==> src/rtl/regfile_req_if.sv <==
// Requester-side bundle for regfile_access_arbiter.
// master: core/debug requester; slave: the arbiter.
interface regfile_req_if #(
  parameter int AW = 5,
  parameter int DW = 32
);
  logic          req;
  logic          we;
  logic [AW-1:0] ra1;
  logic [AW-1:0] ra2;
  logic [AW-1:0] wa;
  logic [DW-1:0] wd;
  logic          gnt;
  logic          rvalid;
  logic [DW-1:0] rd1;
  logic [DW-1:0] rd2;

  modport master (
    output req, we, ra1, ra2, wa, wd,
    input  gnt, rvalid, rd1, rd2
  );

  modport slave (
    input  req, we, ra1, ra2, wa, wd,
    output gnt, rvalid, rd1, rd2
  );
endinterface

==> src/rtl/regfile_access_arbiter.sv <==
// Clears the 2R/1W register file after reset, then round-robins
// A/B transactions onto it. Ports: clk/rst, init_done, a/b, rf_*.
module regfile_access_arbiter #(
  parameter int AW    = 5,
  parameter int DW    = 32,
  parameter int RF_AW = 6
) (
  input  logic             clk,
  input  logic             rst,
  output logic             init_done,
  regfile_req_if.slave     a,
  regfile_req_if.slave     b,
  output logic [RF_AW-1:0] rf_r1_addr,
  output logic [RF_AW-1:0] rf_r2_addr,
  output logic [RF_AW-1:0] rf_r3_addr,
  output logic [DW-1:0]    rf_r3_din,
  output logic             rf_r3_wr,
  input  logic [DW-1:0]    rf_r1_dout,
  input  logic [DW-1:0]    rf_r2_dout
);

  localparam logic [1:0] S_RST  = 2'd0;
  localparam logic [1:0] S_INIT = 2'd1;
  localparam logic [1:0] S_RUN  = 2'd2;

  localparam logic [AW-1:0] CNT_LAST = '1;

  logic [1:0]       state;
  logic [AW-1:0]    cnt;
  logic             last_b;
  logic [RF_AW-1:0] r1_q;
  logic [RF_AW-1:0] r2_q;
  logic [RF_AW-1:0] r3_q;
  logic [DW-1:0]    din_q;

  logic          run;
  logic          any_gnt;
  logic          w_we;
  logic [AW-1:0] w_ra1;
  logic [AW-1:0] w_ra2;
  logic [AW-1:0] w_wa;
  logic [DW-1:0] w_wd;
  logic          wr_en;

  function automatic logic [RF_AW-1:0] zext(
    input logic [AW-1:0] x
  );
    return {{(RF_AW-AW){1'b0}}, x};
  endfunction

  assign run = (state == S_RUN);

  // last_b=1 means B won last, so A wins a tie.
  assign a.gnt = run & a.req
               & (~b.req | last_b);
  assign b.gnt = run & b.req
               & (~a.req | ~last_b);
  assign any_gnt = a.gnt | b.gnt;

  always_comb begin
    w_we  = a.we;
    w_ra1 = a.ra1;
    w_ra2 = a.ra2;
    w_wa  = a.wa;
    w_wd  = a.wd;
    if (b.gnt) begin
      w_we  = b.we;
      w_ra1 = b.ra1;
      w_ra2 = b.ra2;
      w_wa  = b.wa;
      w_wd  = b.wd;
    end
  end

  // Register 0 is hardwired to zero: drop writes to it.
  assign wr_en = any_gnt & w_we
               & (w_wa != '0);

  always_comb begin
    rf_r1_addr = r1_q;
    rf_r2_addr = r2_q;
    rf_r3_addr = r3_q;
    rf_r3_din  = din_q;
    rf_r3_wr   = 1'b0;
    unique case (1'b1)
      (state == S_INIT): begin
        rf_r3_wr   = 1'b1;
        rf_r3_addr = zext(cnt);
        rf_r3_din  = '0;
      end
      any_gnt: begin
        rf_r1_addr = zext(w_ra1);
        rf_r2_addr = zext(w_ra2);
        if (wr_en) begin
          rf_r3_wr   = 1'b1;
          rf_r3_addr = zext(w_wa);
          rf_r3_din  = w_wd;
        end
      end
      default: ;
    endcase
  end

  // The file registers its read data, so it lines up
  // with rvalid one cycle after the grant.
  assign a.rd1 = rf_r1_dout;
  assign a.rd2 = rf_r2_dout;
  assign b.rd1 = rf_r1_dout;
  assign b.rd2 = rf_r2_dout;

  always_ff @(posedge clk) begin
    if (rst) begin
      state     <= S_RST;
      cnt       <= '0;
      last_b    <= 1'b1;
      init_done <= 1'b0;
      a.rvalid  <= 1'b0;
      b.rvalid  <= 1'b0;
      r1_q      <= '0;
      r2_q      <= '0;
      r3_q      <= '0;
      din_q     <= '0;
    end else begin
      a.rvalid <= a.gnt;
      b.rvalid <= b.gnt;
      r1_q     <= rf_r1_addr;
      r2_q     <= rf_r2_addr;
      r3_q     <= rf_r3_addr;
      din_q    <= rf_r3_din;
      if (any_gnt) begin
        last_b <= b.gnt;
      end
      unique case (state)
        S_RST: begin
          state <= S_INIT;
          cnt   <= '0;
        end
        S_INIT: begin
          cnt <= cnt + 1'b1;
          if (cnt == CNT_LAST) begin
            state     <= S_RUN;
            init_done <= 1'b1;
          end
        end
        S_RUN: ;
        default: state <= S_RST;
      endcase
    end
  end

endmodule

==> src/flat_wrapper.sv <==
// flat-port wrapper written by rule: the top's interface ports become plain ports
module regfile_access_arbiter_flat 
#(
  parameter int AW    = 5,
  parameter int DW    = 32,
  parameter int RF_AW = 6
)
  (clk, rst, init_done, rf_r1_addr, rf_r2_addr, rf_r3_addr, rf_r3_din, rf_r3_wr, rf_r1_dout, rf_r2_dout, a_req, a_we, a_ra1, a_ra2, a_wa, a_wd, a_gnt, a_rvalid, a_rd1, a_rd2, b_req, b_we, b_ra1, b_ra2, b_wa, b_wd, b_gnt, b_rvalid, b_rd1, b_rd2);
  regfile_req_if #(.AW(AW), .DW(DW)) a_i ();
  regfile_req_if #(.AW(AW), .DW(DW)) b_i ();
  input  logic clk;
  input  logic rst;
  output logic init_done;
  output logic [RF_AW-1:0] rf_r1_addr;
  output logic [RF_AW-1:0] rf_r2_addr;
  output logic [RF_AW-1:0] rf_r3_addr;
  output logic [DW-1:0] rf_r3_din;
  output logic rf_r3_wr;
  input  logic [DW-1:0] rf_r1_dout;
  input  logic [DW-1:0] rf_r2_dout;
  input wire logic [$bits(a_i.req)-1:0] a_req;
  input wire logic [$bits(a_i.we)-1:0] a_we;
  input wire logic [$bits(a_i.ra1)-1:0] a_ra1;
  input wire logic [$bits(a_i.ra2)-1:0] a_ra2;
  input wire logic [$bits(a_i.wa)-1:0] a_wa;
  input wire logic [$bits(a_i.wd)-1:0] a_wd;
  output wire logic [$bits(a_i.gnt)-1:0] a_gnt;
  output wire logic [$bits(a_i.rvalid)-1:0] a_rvalid;
  output wire logic [$bits(a_i.rd1)-1:0] a_rd1;
  output wire logic [$bits(a_i.rd2)-1:0] a_rd2;
  input wire logic [$bits(b_i.req)-1:0] b_req;
  input wire logic [$bits(b_i.we)-1:0] b_we;
  input wire logic [$bits(b_i.ra1)-1:0] b_ra1;
  input wire logic [$bits(b_i.ra2)-1:0] b_ra2;
  input wire logic [$bits(b_i.wa)-1:0] b_wa;
  input wire logic [$bits(b_i.wd)-1:0] b_wd;
  output wire logic [$bits(b_i.gnt)-1:0] b_gnt;
  output wire logic [$bits(b_i.rvalid)-1:0] b_rvalid;
  output wire logic [$bits(b_i.rd1)-1:0] b_rd1;
  output wire logic [$bits(b_i.rd2)-1:0] b_rd2;
  assign a_i.req = a_req;
  assign a_i.we = a_we;
  assign a_i.ra1 = a_ra1;
  assign a_i.ra2 = a_ra2;
  assign a_i.wa = a_wa;
  assign a_i.wd = a_wd;
  assign a_gnt = a_i.gnt;
  assign a_rvalid = a_i.rvalid;
  assign a_rd1 = a_i.rd1;
  assign a_rd2 = a_i.rd2;
  assign b_i.req = b_req;
  assign b_i.we = b_we;
  assign b_i.ra1 = b_ra1;
  assign b_i.ra2 = b_ra2;
  assign b_i.wa = b_wa;
  assign b_i.wd = b_wd;
  assign b_gnt = b_i.gnt;
  assign b_rvalid = b_i.rvalid;
  assign b_rd1 = b_i.rd1;
  assign b_rd2 = b_i.rd2;
  regfile_access_arbiter #(.AW(AW), .DW(DW), .RF_AW(RF_AW)) u_core (.clk(clk), .rst(rst), .init_done(init_done), .a(a_i), .b(b_i), .rf_r1_addr(rf_r1_addr), .rf_r2_addr(rf_r2_addr), .rf_r3_addr(rf_r3_addr), .rf_r3_din(rf_r3_din), .rf_r3_wr(rf_r3_wr), .rf_r1_dout(rf_r1_dout), .rf_r2_dout(rf_r2_dout));
endmodule
==> config.mk <==
export PLATFORM = sky130hd
export DESIGN_NAME = regfile_access_arbiter_flat
export DESIGN_NICKNAME = d
export VERILOG_FILES = /design/src/rtl/regfile_req_if.sv /design/src/rtl/regfile_access_arbiter.sv /design/src/flat_wrapper.sv
export SDC_FILE = /design/constraint.sdc
export NUM_CORES = 1
export LEC_CHECK = 0
export ABC_AREA = 0
export CAP_MARGIN = 20
export CORE_AREA = 8 8 129 131
export CTS_CLUSTER_DIAMETER = 120
export DETAILED_ROUTE_END_ITERATION = 8
export DIE_AREA = 0 0 137 139
export PLACE_DENSITY = 0.77
export SLEW_MARGIN = 20
export SYNTH_ARGS = -nofsm -noshare
export SYNTH_HDL_FRONTEND = slang
export SYNTH_SLANG_ARGS = --single-unit
==> constraint.sdc <==
create_clock -name clk -period 2.4 [get_ports clk]
set_clock_uncertainty 0.15 [all_clocks]
set_input_delay 0.24 -clock clk [delete_from_list [all_inputs] [get_ports clk]]
set_output_delay 0.24 -clock clk [all_outputs]
set_load 0.05 [all_outputs]
==> reports/metrics.cfg <==
[logic_synthesis]
avgSynthCellArea_um2=8.652
post_synth_num_cell_types=38
syn_area_mm2=0.004179
synth-warning-count=0
synthesis.nets=649
synth_edf_count=0
synth_top_area_share=0.2922
ys_async_sr_fraction=0
synth-seq-cells=61
synth.largest_area_cell=dfxtp_1
post_synth_inst_count=483
synth-seq-area-share=0.2922
ys_dominant_reg_cell=dfxtp_1
post_synth_main_area_contributors=dfxtp_1 (29%), buf_4 (23%), mux2i_1 (18%), nor2b_1 (7.9%), nand2_1 (4.4%)

[clocking]
cts.sink_count=61
clk_pin_slew_worst_paths_ps=50
worst_skew_pair.late_latency_ps=330
cts-root-buf=clkbuf_16
cts-root-to-sink-buffers=2
cts_tree=yes
numCtsBuffers=9
cts.hold.buffers_added=0
htree_levels=3

[final_layout]
antenna_cells=0
fin_nets=717
layout.cells.most_common_list=clkdlybuf4s50_1 (90), dfxtp_1 (58), buf_12 (56)
final_cells=744
mostFrequentLayoutCell=clkdlybuf4s50_1
layout-area-overhead-vs-synth_pct=61.50
final_design_area_no_fill_mm2=0.006749
final_layout_size_suffix_gt1_frac=0.3219

[placement]
dpl.hpwl_mm=9.673
dpl-instance-area_mm2=0.006115
globalplace.congestion=0.8502
io_buffers=155
placed_cells=712

[timing]
worst-slew-pin-transition_ps=953.4
timing.final.crit_share=1.050
worst_setup_slack_final_ps=-119.2
period_minus_slack_ps=2519
max_slew_margin=0.3644
finalMaxSlewViolations=0
rsz0062_at_grt=yes
timing.fmax_mhz=397.0
tns_ps=-2359
timing.final.setup_violations=38
timing_hold_violations_final=0

[global_routing]
gr-usage-all-layers=0.1317
number_of_antenna_violations_at_the_first_check_in_global_routing=0
grt_max_degree=48
wire_length_of_the_first_global_routing_pass_mm=19.53
grt_overflow=0
vias_in_the_first_global_route=3828

[run_status]
violations=setup timing
outcome=complete, but fails checks

[floorplan]
floorplan.io_pins=348
placementRows=45
core_mm2=0.01475
die_y_um=139
die-width_um=137
initial_utilization=0.2833
fp.dieArea_mm2=0.01904

[detailed_routing]
detailroute.wirelength.met2_mm=6.361
drt-wirelength-per-cell_um=17.01
route.top_layer_used=met4
drt-initial-drc-count=108
dr_total_vias=3435
first_pass_iters=4
antenna_left=0
totalWireLength_mm=12.65
avgViaCountPerCell=4.617
total_routed_wire_length_on_the_met1_layer_mm=4.451
remaining_drc_errors=0
wl_met3_mm=1.299

[power]
sequentialPowerShare=0.365
p_per_area_mw_per_mm2=417.7
swShare=0.2188
leakagePower_nw=2.820
power_frac_clock=0.503
power_frac_comb=0.133
internal_power_mw=2.202
net-switching-power_mw=0.6168
max-vdd-ir-drop_uv=300.9

[worst_setup_path]
worst_setup_path_start_kind=register
reg2regPathDepth=10
worst-setup-path-type=register to output port
timing.critical_path.cells=and4b_2, a21oi_4, buf_4, o32a_4, buf_6, o2111ai_4, buf_12
critical_path_fanout_max=4
endpoint_kind=output port
critPathArrivalTime_ps=2130
critical_path.slowest_cell=o32a_4
cp.required_ps=2010
worst_path_largest_cell_delay_ps=390

[run]
timing.max_cap.violations=0

[min_path]
hold_depth=0
hold_path_class=primary input to output port

[worst max-delay path, delay by kind of cell, from the launching register on]
family | cells | cell delay [ps]
compound gates | 3 | 700
buf+inv | 3 | 450
simple gates | 1 | 310
flops | 1 | 320
[per-layer routing]
metal / GRT usage / vias to the layer above
li1: - / 1636
met1: 0.1247 / 1558
met2: 0.2333 / 178
met3: 0.04601 / 63
met4: 0.08696 / 0
met5: 0 / -
[layout make-up]
type / instances / area [um^2]
Inverter: 1 / 3.754
Multi-Input combinational cell: 269 / 2400
Clock buffer: 12 / 256.5
Sequential cell: 61 / 1225
Tap cell: 188 / 235.2
Fill cell: 1347 / 8003
Timing Repair Buffer: 209 / 2559
Clock inverter: 4 / 70.07
[what timing repair did]
item,4_1_cts,5_1_grt
endpoints found under the hold margin,0,0
setup buffers,13,4
cloned,1,0
resized for setup,43,9
pin swaps,13,7
endpoints found under the setup margin,41,39
[through the flow]
stage               power (mW)    util  setup slack, ps  hold slack [ps]
global route             2.955  0.4575           -185.0            330.1
global placement         1.403  0.4145           -413.3            330.5
floorplan                1.746       -           -251.1            161.6
detailed placement       1.412  0.4145           -429.4            330.5
CTS                      2.870  0.4567           -216.4            330.5
finish                   2.819  0.4575           -119.2            330.0
[path summary, 6_finish.rpt]
path         slack [ps]                to        startpoint
min                 330         a_rd2[15]    rf_r2_dout[15]
min reg2reg         360  u_core.init_done  u_core.init_done
max                -120     rf_r3_addr[2]   u_core.state[0]
max reg2reg         240   u_core.din_q[8]     u_core.last_b
[cells in the mapped netlist (4+ instances only)]
| cell type | instances |
|---|---|
| dfxtp_1 | 61 |
| a21oi_1 | 9 |
| mux2i_1 | 77 |
| buf_2 | 6 |
| buf_4 | 129 |
| clkbuf_1 | 14 |
| o22ai_1 | 4 |
| a22oi_1 | 4 |
| nor2b_1 | 53 |
| nor2_1 | 15 |
| nand2_1 | 49 |
| nand3_1 | 8 |
| o21ai_0 | 11 |
[power groups by stage]
| stage | logic, mW | registers (mW) | clock network (mW) |
|---|---|---|---|
| global route | 0.400 | 1.03 | 1.53 |
| floorplan | 0.699 | 1.05 | 0 |
| global placement | 0.355 | 1.05 | 0 |
| CTS | 0.376 | 1.03 | 1.47 |
| finish | 0.374 | 1.03 | 1.42 |
| detailed placement | 0.363 | 1.05 | 0 |
[state kept, by name (all words and copies together), names as in the netlist, 2 cells and up]
name          count
u_core.din_q     32
u_core.cnt        5
u_core.r3_q       6
u_core.r2_q       6
u_core.state      2
u_core.r1_q       6
[logic make-up (layout without fill, tap and decap cells)]
| logic type | Yosys count | after routing | synth area share |
|---|---|---|---|
| AO/OA/AOI/OAI | 49 | 49 | 0.08294 |
| adder cells (fa/ha/maj) | 2 | 2 | 0.005987 |
| buffers and inverters | 153 | 226 | 0.2605 |
| flip-flops | 61 | 61 | 0.2922 |
| multiplexers | 78 | 78 | 0.1871 |
| AND/OR/NAND/NOR | 140 | 140 | 0.1713 |
No activity file was read; power rests on OpenSTA's default activity.
